[src/rtl/prefetch_request_queue.sv]
// Prefetch request queue: dedups line requests, issues them to memory with a
// bounded number in flight, and acks each line when its fill returns.
// Optional saturating stat counters are enabled by defining PREFETCH_QUEUE_STATS_EN.
module prefetch_request_queue #(
    parameter int DEPTH        = 4,
    parameter int CL_E         = 6,
    parameter int LINE_W       = 26,
    parameter int MAX_INFLIGHT = 2,
    parameter int ID_W         = (DEPTH > 1) ? $clog2(DEPTH) : 1
) (
    input  logic              clk,
    input  logic              rst,
    input  logic              IN_prefetch_valid,
    input  logic [LINE_W-1:0] IN_prefetch_addr,
    output logic              OUT_prefetchReady,
    output logic              OUT_ack_valid,
    output logic [LINE_W-1:0] OUT_ack_addr,
    output logic              OUT_memReq_valid,
    output logic [31:0]       OUT_memReq_addr,
    output logic [ID_W-1:0]   OUT_memReq_id,
    input  logic              IN_memReq_ready,
    input  logic              IN_memResp_valid,
    input  logic [ID_W-1:0]   IN_memResp_id,
    output logic [15:0]       OUT_statAccepted,
    output logic [15:0]       OUT_statDropped
);

    localparam int CNT_W = $clog2(DEPTH + 1);

    typedef enum logic [1:0] {
        ST_FREE    = 2'd0,
        ST_PENDING = 2'd1,
        ST_ISSUED  = 2'd2
    } ent_state_e;

    ent_state_e        state_q [DEPTH];
    ent_state_e        state_d [DEPTH];
    logic [LINE_W-1:0] addr_q  [DEPTH];
    logic [LINE_W-1:0] addr_d  [DEPTH];
    logic [CNT_W-1:0]  inflight_q, inflight_d;
    logic              ack_vld_q, ack_vld_d;
    logic [LINE_W-1:0] ack_addr_q, ack_addr_d;

    logic              any_free;
    logic [ID_W-1:0]   alloc_idx;
    logic              any_pend;
    logic [ID_W-1:0]   pend_idx;
    logic [LINE_W-1:0] pend_addr;
    logic              dup_hit;
    logic              accept;
    logic              alloc;
    logic              drop;
    logic              issue;
    logic              complete;

    // Lowest-index FREE and PENDING entries, taken from registered state only
    always_comb begin
        any_free  = 1'b0;
        alloc_idx = '0;
        any_pend  = 1'b0;
        pend_idx  = '0;
        pend_addr = '0;
        for (int i = 0; i < DEPTH; i++) begin
            if (!any_free && state_q[i] == ST_FREE) begin
                any_free  = 1'b1;
                alloc_idx = ID_W'(i);
            end
            if (!any_pend && state_q[i] == ST_PENDING) begin
                any_pend  = 1'b1;
                pend_idx  = ID_W'(i);
                pend_addr = addr_q[i];
            end
        end
    end

    // An entry completing this cycle is still non-FREE here, so it still dedups
    always_comb begin
        dup_hit = 1'b0;
        for (int i = 0; i < DEPTH; i++) begin
            if (state_q[i] != ST_FREE && addr_q[i] == IN_prefetch_addr) begin
                dup_hit = 1'b1;
            end
        end
    end

    assign OUT_prefetchReady = any_free && !rst;
    assign OUT_memReq_valid  = any_pend && (inflight_q < CNT_W'(MAX_INFLIGHT));
    assign OUT_memReq_addr   = {pend_addr, {CL_E{1'b0}}};
    assign OUT_memReq_id     = pend_idx;
    assign OUT_ack_valid     = ack_vld_q;
    assign OUT_ack_addr      = ack_addr_q;

    assign accept   = IN_prefetch_valid && OUT_prefetchReady;
    assign alloc    = accept && !dup_hit;
    assign drop     = accept && dup_hit;
    assign issue    = OUT_memReq_valid && IN_memReq_ready;
    assign complete = IN_memResp_valid && (state_q[IN_memResp_id] == ST_ISSUED);

    always_comb begin
        for (int i = 0; i < DEPTH; i++) begin
            state_d[i] = state_q[i];
            addr_d[i]  = addr_q[i];
        end
        inflight_d = inflight_q + CNT_W'(issue) - CNT_W'(complete);
        ack_vld_d  = complete;
        ack_addr_d = complete ? addr_q[IN_memResp_id] : '0;

        if (issue) begin
            state_d[pend_idx] = ST_ISSUED;
        end
        if (complete) begin
            state_d[IN_memResp_id] = ST_FREE;
        end
        // alloc_idx was FREE in registered state, so it never collides with issue/complete
        if (alloc) begin
            state_d[alloc_idx] = ST_PENDING;
            addr_d[alloc_idx]  = IN_prefetch_addr;
        end
    end

    always_ff @(posedge clk) begin
        if (rst) begin
            for (int i = 0; i < DEPTH; i++) begin
                state_q[i] <= ST_FREE;
                addr_q[i]  <= '0;
            end
            inflight_q <= '0;
            ack_vld_q  <= 1'b0;
            ack_addr_q <= '0;
        end else begin
            for (int i = 0; i < DEPTH; i++) begin
                state_q[i] <= state_d[i];
                addr_q[i]  <= addr_d[i];
            end
            inflight_q <= inflight_d;
            ack_vld_q  <= ack_vld_d;
            ack_addr_q <= ack_addr_d;
        end
    end

`ifdef PREFETCH_QUEUE_STATS_EN
    logic [15:0] stat_acc_q, stat_acc_d;
    logic [15:0] stat_drop_q, stat_drop_d;

    always_comb begin
        stat_acc_d  = stat_acc_q;
        stat_drop_d = stat_drop_q;
        if (alloc && stat_acc_q != 16'hFFFF) begin
            stat_acc_d = stat_acc_q + 16'd1;
        end
        if (drop && stat_drop_q != 16'hFFFF) begin
            stat_drop_d = stat_drop_q + 16'd1;
        end
    end

    always_ff @(posedge clk) begin
        if (rst) begin
            stat_acc_q  <= '0;
            stat_drop_q <= '0;
        end else begin
            stat_acc_q  <= stat_acc_d;
            stat_drop_q <= stat_drop_d;
        end
    end

    assign OUT_statAccepted = stat_acc_q;
    assign OUT_statDropped  = stat_drop_q;
`else
    logic unused_drop;
    assign unused_drop      = drop;
    assign OUT_statAccepted = 16'd0;
    assign OUT_statDropped  = 16'd0;
`endif

endmodule
[config.mk]
export PLATFORM = sky130hd
export DESIGN_NAME = prefetch_request_queue
export DESIGN_NICKNAME = d
export VERILOG_FILES = /design/src/rtl/prefetch_request_queue.sv
export SDC_FILE = /design/constraint.sdc
export NUM_CORES = 1
export LEC_CHECK = 0
export BUFFER_PORTS_ARGS = -buffer_cell sky130_fd_sc_hd__buf_2
export CAP_MARGIN = 0
export CORE_MARGIN = 1.5
export CORE_UTILIZATION = 40
export CTS_CLUSTER_SIZE = 20
export DETAILED_ROUTE_END_ITERATION = 12
export GPL_TIMING_DRIVEN = 0
export PLACE_DENSITY = 0.69
export SYNTH_ARGS = -nofsm -noshare
export SYNTH_HDL_FRONTEND = slang
export SYNTH_SLANG_ARGS = --single-unit
[constraint.sdc]
create_clock -name clk -period 3.5 [get_ports clk]
set_clock_uncertainty 0.05 [all_clocks]
set_input_delay 0.7 -clock clk [delete_from_list [all_inputs] [get_ports clk]]
set_output_delay 0.7 -clock clk [all_outputs]
set_load 0.01 [all_outputs]
======== Word-level counts from Yosys, hierarchy flattened ========
Memories as Yosys holds them, arrays and structs flattened. A register that Yosys moved wholly into a read port is not among the register bits.
Cells that the tools add are included.
word-level totals
  register bits after elaboration ......... 4
  latch bits .............................. 0
  memory bits (writable) .................. 112
  bits in read-only memories .............. 0
  input port bits ......................... 33
  logic and storage cells ................. 124
  memories kept ........................... 2
cells by class
  $add $sub $neg .......................... 2
  $mul .................................... 0
  divide/modulo/power cells ............... 0
  order comparisons ....................... 7
  equal/unequal tests ..................... 9
  shift-type cells ........................ 0
  mux-type cells .......................... 46
  bitwise operators ....................... 20
  reduce and logical (&&, ||, !) cells .... 36
memories
  name     depth  width  rd ports  clocked after Yosys merged registers in  write ports  RTL line  text
  addr_q   4      26     5         1                                        4            38        logic [LINE_W-1:0] addr_q [DEPTH];
  state_q  4      2      5         0                                        4            36        ent_state_e state_q [DEPTH];
operators by type and width
  kind                                                                    number
  26-bit 2-to-1 mux                                                       9
  104-bit bitwise mux                                                     1
  26-bit equality test                                                    4
  104-bit 2-to-1 mux                                                      1
  26-bit demux with 2-bit select                                          1
  8-bit 2-to-1 mux                                                        3
  2-bit 2-to-1 mux                                                        11
  1-bit logical AND                                                       19
  1-bit 2-to-1 mux                                                        17
  2-bit demux with 2-bit select                                           3
  3-bit greater-or-equal comparator (second input constant)               3
  3-bit by 1-bit < comparator with 1-bit output (second input constant)   3
  2-bit NOT with 3-bit output                                             3
  4-bit AND                                                               2
  8-bit AND                                                               1
  2-bit by 1-bit equality test with 1-bit output (second input constant)  4
  1-bit logical NOT                                                       8
  2-bit logical NOT                                                       4
  4-bit NOT                                                               2
  8-bit NOT                                                               1
  1-bit bitwise OR                                                        8
  4-bit bitwise OR                                                        2
  2-bit nonzero test                                                      4
  3-bit by 1-bit adder with 3-bit output                                  1
  other kinds (5)                                                         5

======== Logic depth before layout (Yosys ltp) ========
An unclocked memory read counts as a cell.
  depth in word-level cells ............... 25
  depth in mapped cells ................... 13

======== Least setup slack after synthesis ========
Ideal clock, no wire load.
  kind .................................... input-to-reg
  from .................................... input IN_memResp_id[1]
  to ...................................... register inflight_q[2]
  arrival time ............................ 2.430 ns
  data required time ...................... 3.322 ns
  slack ................................... 0.892 ns
  cell stages on the path ................. 12
  buffers on the path ..................... 1
  path through ............................ clkbuf_1 > o32a_1 > nor2_1 > o21ai_1 > inv_1 > ha_1 > inv_1 > ha_1 > inv_1 > fa_1 > xnor2_1 > nor2_1
between the ends
  cells in the longest elaborated chain, start to end .. 4
ends and longest elaborated chain
  item                                         RTL line  text
  start, declared                              23        input logic [ID_W-1:0] IN_memResp_id,
  memory 4 x 2 bit                             n/a
  2-bit equality test                          97        assign complete = IN_memResp_valid && (state_q[IN_memResp_id] == ST_ISSUED);
  1-bit logical AND                            97
  named net ack_vld_d                          41        logic ack_vld_q, ack_vld_d;
  3-bit by 1-bit subtractor with 3-bit output  104       inflight_d = inflight_q + CNT_W'(issue) - CNT_W'(complete);
  end signal, assigned                         135       inflight_q <= inflight_d;
  end, declared                                40        logic [CNT_W-1:0] inflight_q, inflight_d;
The timed path passes the listed nets, and every way through them passes these cells.
A chain may end at the register's enable or synchronous reset.

==> reports/qor.txt <==
Worst Tran Pin Value -> 1140 ps
run status -> complete, no violations
largest net degree at the start of global routing -> 17
pwr/cell area -> 452 nW/µm²
RD Place Congestion -> 1.01
HP Class -> register to register
Ant. Diodes -> 0
r2r endpoint -> OUT_ack_addr[0]
layout cells sized above 1 -> 22.5%
final setup violation count -> 0
Final HPWL DP -> 18.6 mm
Crit path required time -> 2750 ps
GRT Residual Overflow -> 0
FMAX -> 290 MHz
main combinational cell family by area after synthesis -> multiplexers
post-synthesis sequential area ratio -> 35.0%
Critical Path Sink Type -> output port
Synth Area in XOR/XNOR -> 11.3%
Initial DRC Count -> 822
via count -> 6705
Post-CTS Hold Buffers -> 0
TritonCTS sink count -> 142
CTS tree -> done
crit path kind -> register to output port
Inst Count DP -> 1204
Cells after Synth -> 840
GRT Overall Usage -> 24.5%
Starting Density -> 41.2%
post-place setup slack -> 191 ps
antenna violations before repair -> 0
# DRC -> 0
min Tclk post-route -> 3450 ps
CP max stage delay -> 610 ps
core area -> 19700 µm²
Std-Cell Rows -> 51
Synth Area in Compound Gates -> 5.50%
Max-slew headroom -> 23.4%
first-pass GRT wire length -> 39.2 mm
io pins -> 128
final worst-path cycle share -> 98.7%
Final #Nets -> 995
Pre-antenna DRT Iters -> 7
multi-input logic area -> 4510 µm²
number of routed nets with antenna violations -> 0
drt wl/cell -> 21.0 µm
clock tree buffer depth -> 2
VDD IR max -> 0.310 mV
multiplexer area fraction after synthesis -> 20.0%
Finished Layout Cells -> 1236
Clock Tree Root -> clkbuf_16
Reg area -> 2840 µm²
Yosys cell types -> 45
worst-path fanout max -> 10
Final WS setup -> 47.0 ps
Die Footprint -> 21200 µm²
R2R cell count -> 7
P&R area growth vs syn -> 17.7%
max_cap viols -> 0
crit path DAT -> 2700 ps
I/O Buffers -> 62
Worst R2R Setup Slack -> 950 ps
vias in the first global route -> 6461
RSZ-0062 raised after global routing -> no
Startpoint Class -> register
hold path start -> addr_q[1][2]
share of flip-flops with an asynchronous set or reset -> 0%
mean post-synth cell area -> 9.68 µm²
Synth Area in Simple Gates -> 15.9%
Synthesis Warnings -> 0
top_reg_cell synth -> dfxtp_1
synthesized area -> 8130 µm²
Slew Limit Fails -> 0
hold endpoint -> addr_q[1][2]
#FFs+latches synth -> 142
worst hold path depth -> 2
depth of the CTS H-tree -> 4
Post-synth EDFFs -> 0
final WL -> 26.0 mm
cts bufs inserted -> 17
post-synthesis adder-cell area fraction -> 0.708%
clock latency on the worst-skew pair -> 430 ps
DIE HEIGHT -> 146 µm
number of filler cells placed in the layout -> 1879
Hold Violations, Final -> 0
die width -> 146 µm
Max stage delay cell, worst path -> clkbuf_1
FF-to-FF Start -> state_q[0][1]
DR vias/cell -> 5.42
clock-pin slew on the worst setup and hold paths -> 60 ps
Pleak -> 0.00402 µW
WHS -> 452 ps
critical path cell sequence -> nor2b_2 -> nor3_4 -> clkbuf_1 -> a222oi_1 -> nand2_1 -> buf_2
-- per-layer routing --
layer	routed length, µm	part of all wire (%)	up-vias	global-route usage, %
met5	0	0	-	0
met4	833	3.2	0	9.64
met1	10700	41	3200	31.2
met2	12100	46	375	39.2
li1	-	-	3067	-
met3	2440	9.4	63	7.18
-- worst max-delay path: cells and delay by family (launching register included) --
kind / cells / cell delay, ps
and+or+nand+nor: 3 / 950
buffers and inverters: 2 / 760
AOI/OAI and AO/OA: 1 / 190
DFF: 1 / 370
-- cells by family (layout without fill, tap and decap cells) --
group           count (synthesis)  after routing
simple gates                  283            283
fa+ha+maj                       4              4
xor+xnor                      105            105
compound gates                 55             55
other cells                     1             38
mux                           130            130
buf+inv                       120            214
flops                         142            142
-- cell usage after synthesis, types with 2 or more instances --
cell type,instances,area share (%)
buf_2,14,0.86
dfxtp_1,142,35
nand3_1,8,0.49
or2_1,3,0.23
o21ai_0,2,0.12
xor2_1,104,11
buf_12,8,2.0
buf_1,2,0.092
or2_2,2,0.15
buf_4,38,3.5
nand2b_1,5,0.38
a222oi_1,26,3.2
nor3_1,9,0.55
nand4_1,5,0.38
a21oi_1,17,1.0
mux2i_1,104,13
nand2_1,151,7.0
inv_1,8,0.37
nor2b_1,31,2.4
buf_6,21,2.9
nor2_1,34,1.6
o22ai_2,2,0.31
clkbuf_8,3,0.51
nor4_1,29,2.2
nor3b_1,2,0.18
clkbuf_1,24,1.1
ha_1,3,0.46
mux4_2,26,7.2
-- layout make-up --
type | count | area share (%)
Multi-Input combinational cell | 615 | 47.1
Sequential cell | 142 | 29.7
Buffer | 111 | 9.51
Clock buffer | 21 | 4.92
Tap cell | 265 | 3.47
Timing Repair Buffer | 62 | 3.24
Clock inverter | 11 | 1.70
Inverter | 9 | 0.353
-- how the worst max path moves through the flow --
stage,from,to,slack (ps)
2_1_floorplan,IN_memResp_id[1],inflight_q[2],890
3_3_place_gp,state_q[0][0],OUT_memReq_addr[13],-130
3_5_place_dp,state_q[0][0],OUT_memReq_addr[17],190
4_1_cts,state_q[0][0],OUT_memReq_addr[13],-70
5_1_grt,state_q[1][1],OUT_memReq_addr[27],5
6_report,state_q[0][0],OUT_memReq_addr[14],50
-- layout by cell type (no fill, tap or decap), types with 6 or more instances in the layout --
master / count
nand2_1: 151
dfxtp_1: 142
mux2i_1: 104
xor2_1: 104
buf_2: 77
buf_4: 38
conb_1: 38
nor2_1: 33
nor2b_1: 30
nor4_1: 29
mux4_2: 26
a222oi_1: 26
buf_6: 21
clkbuf_1: 19
a21oi_1: 17
clkbuf_16: 17
nor3_1: 8
buf_12: 8
inv_1: 8
nand3_1: 8
clkbuf_8: 6
clkbuf_2: 6
-- flip-flops by register name, indices dropped and copies added, names as in the netlist --
register / flops
addr_q: 104
OUT_ack_addr: 26
state_q: 8
inflight_q: 3
OUT_ack_valid: 1
-- per-stage QoR --
| stage | TNS (ps) | util, % | power, µW | instance area (µm²) |
|---|---|---|---|---|
| 6_report | 0 | 48.5 | 4320 | 9570 |
| 5_1_grt | 0 | 48.5 | 4450 | 9570 |
| 4_1_cts | -357 | 48.4 | 4320 | 9550 |
| 3_5_place_dp | 0 | 45.2 | 2360 | 8910 |
| 3_3_place_gp | -908 | 45.2 | 2360 | 8910 |
| 2_1_floorplan | 0 | - | 2170 | 8270 |
-- report_power, final --
group	internal [µW]	switching (µW)	total [µW]
Sequential	1660	54.5	1720
Clock	1240	733	1980
Combinational	249	378	628
-- what timing repair did --
action / CTS / global route
endpoints found under the setup margin: 20 / 26
gates resized for setup: 5 / 7
buffers inserted: 0 / 0
Power figures use the tool's default switching activity.
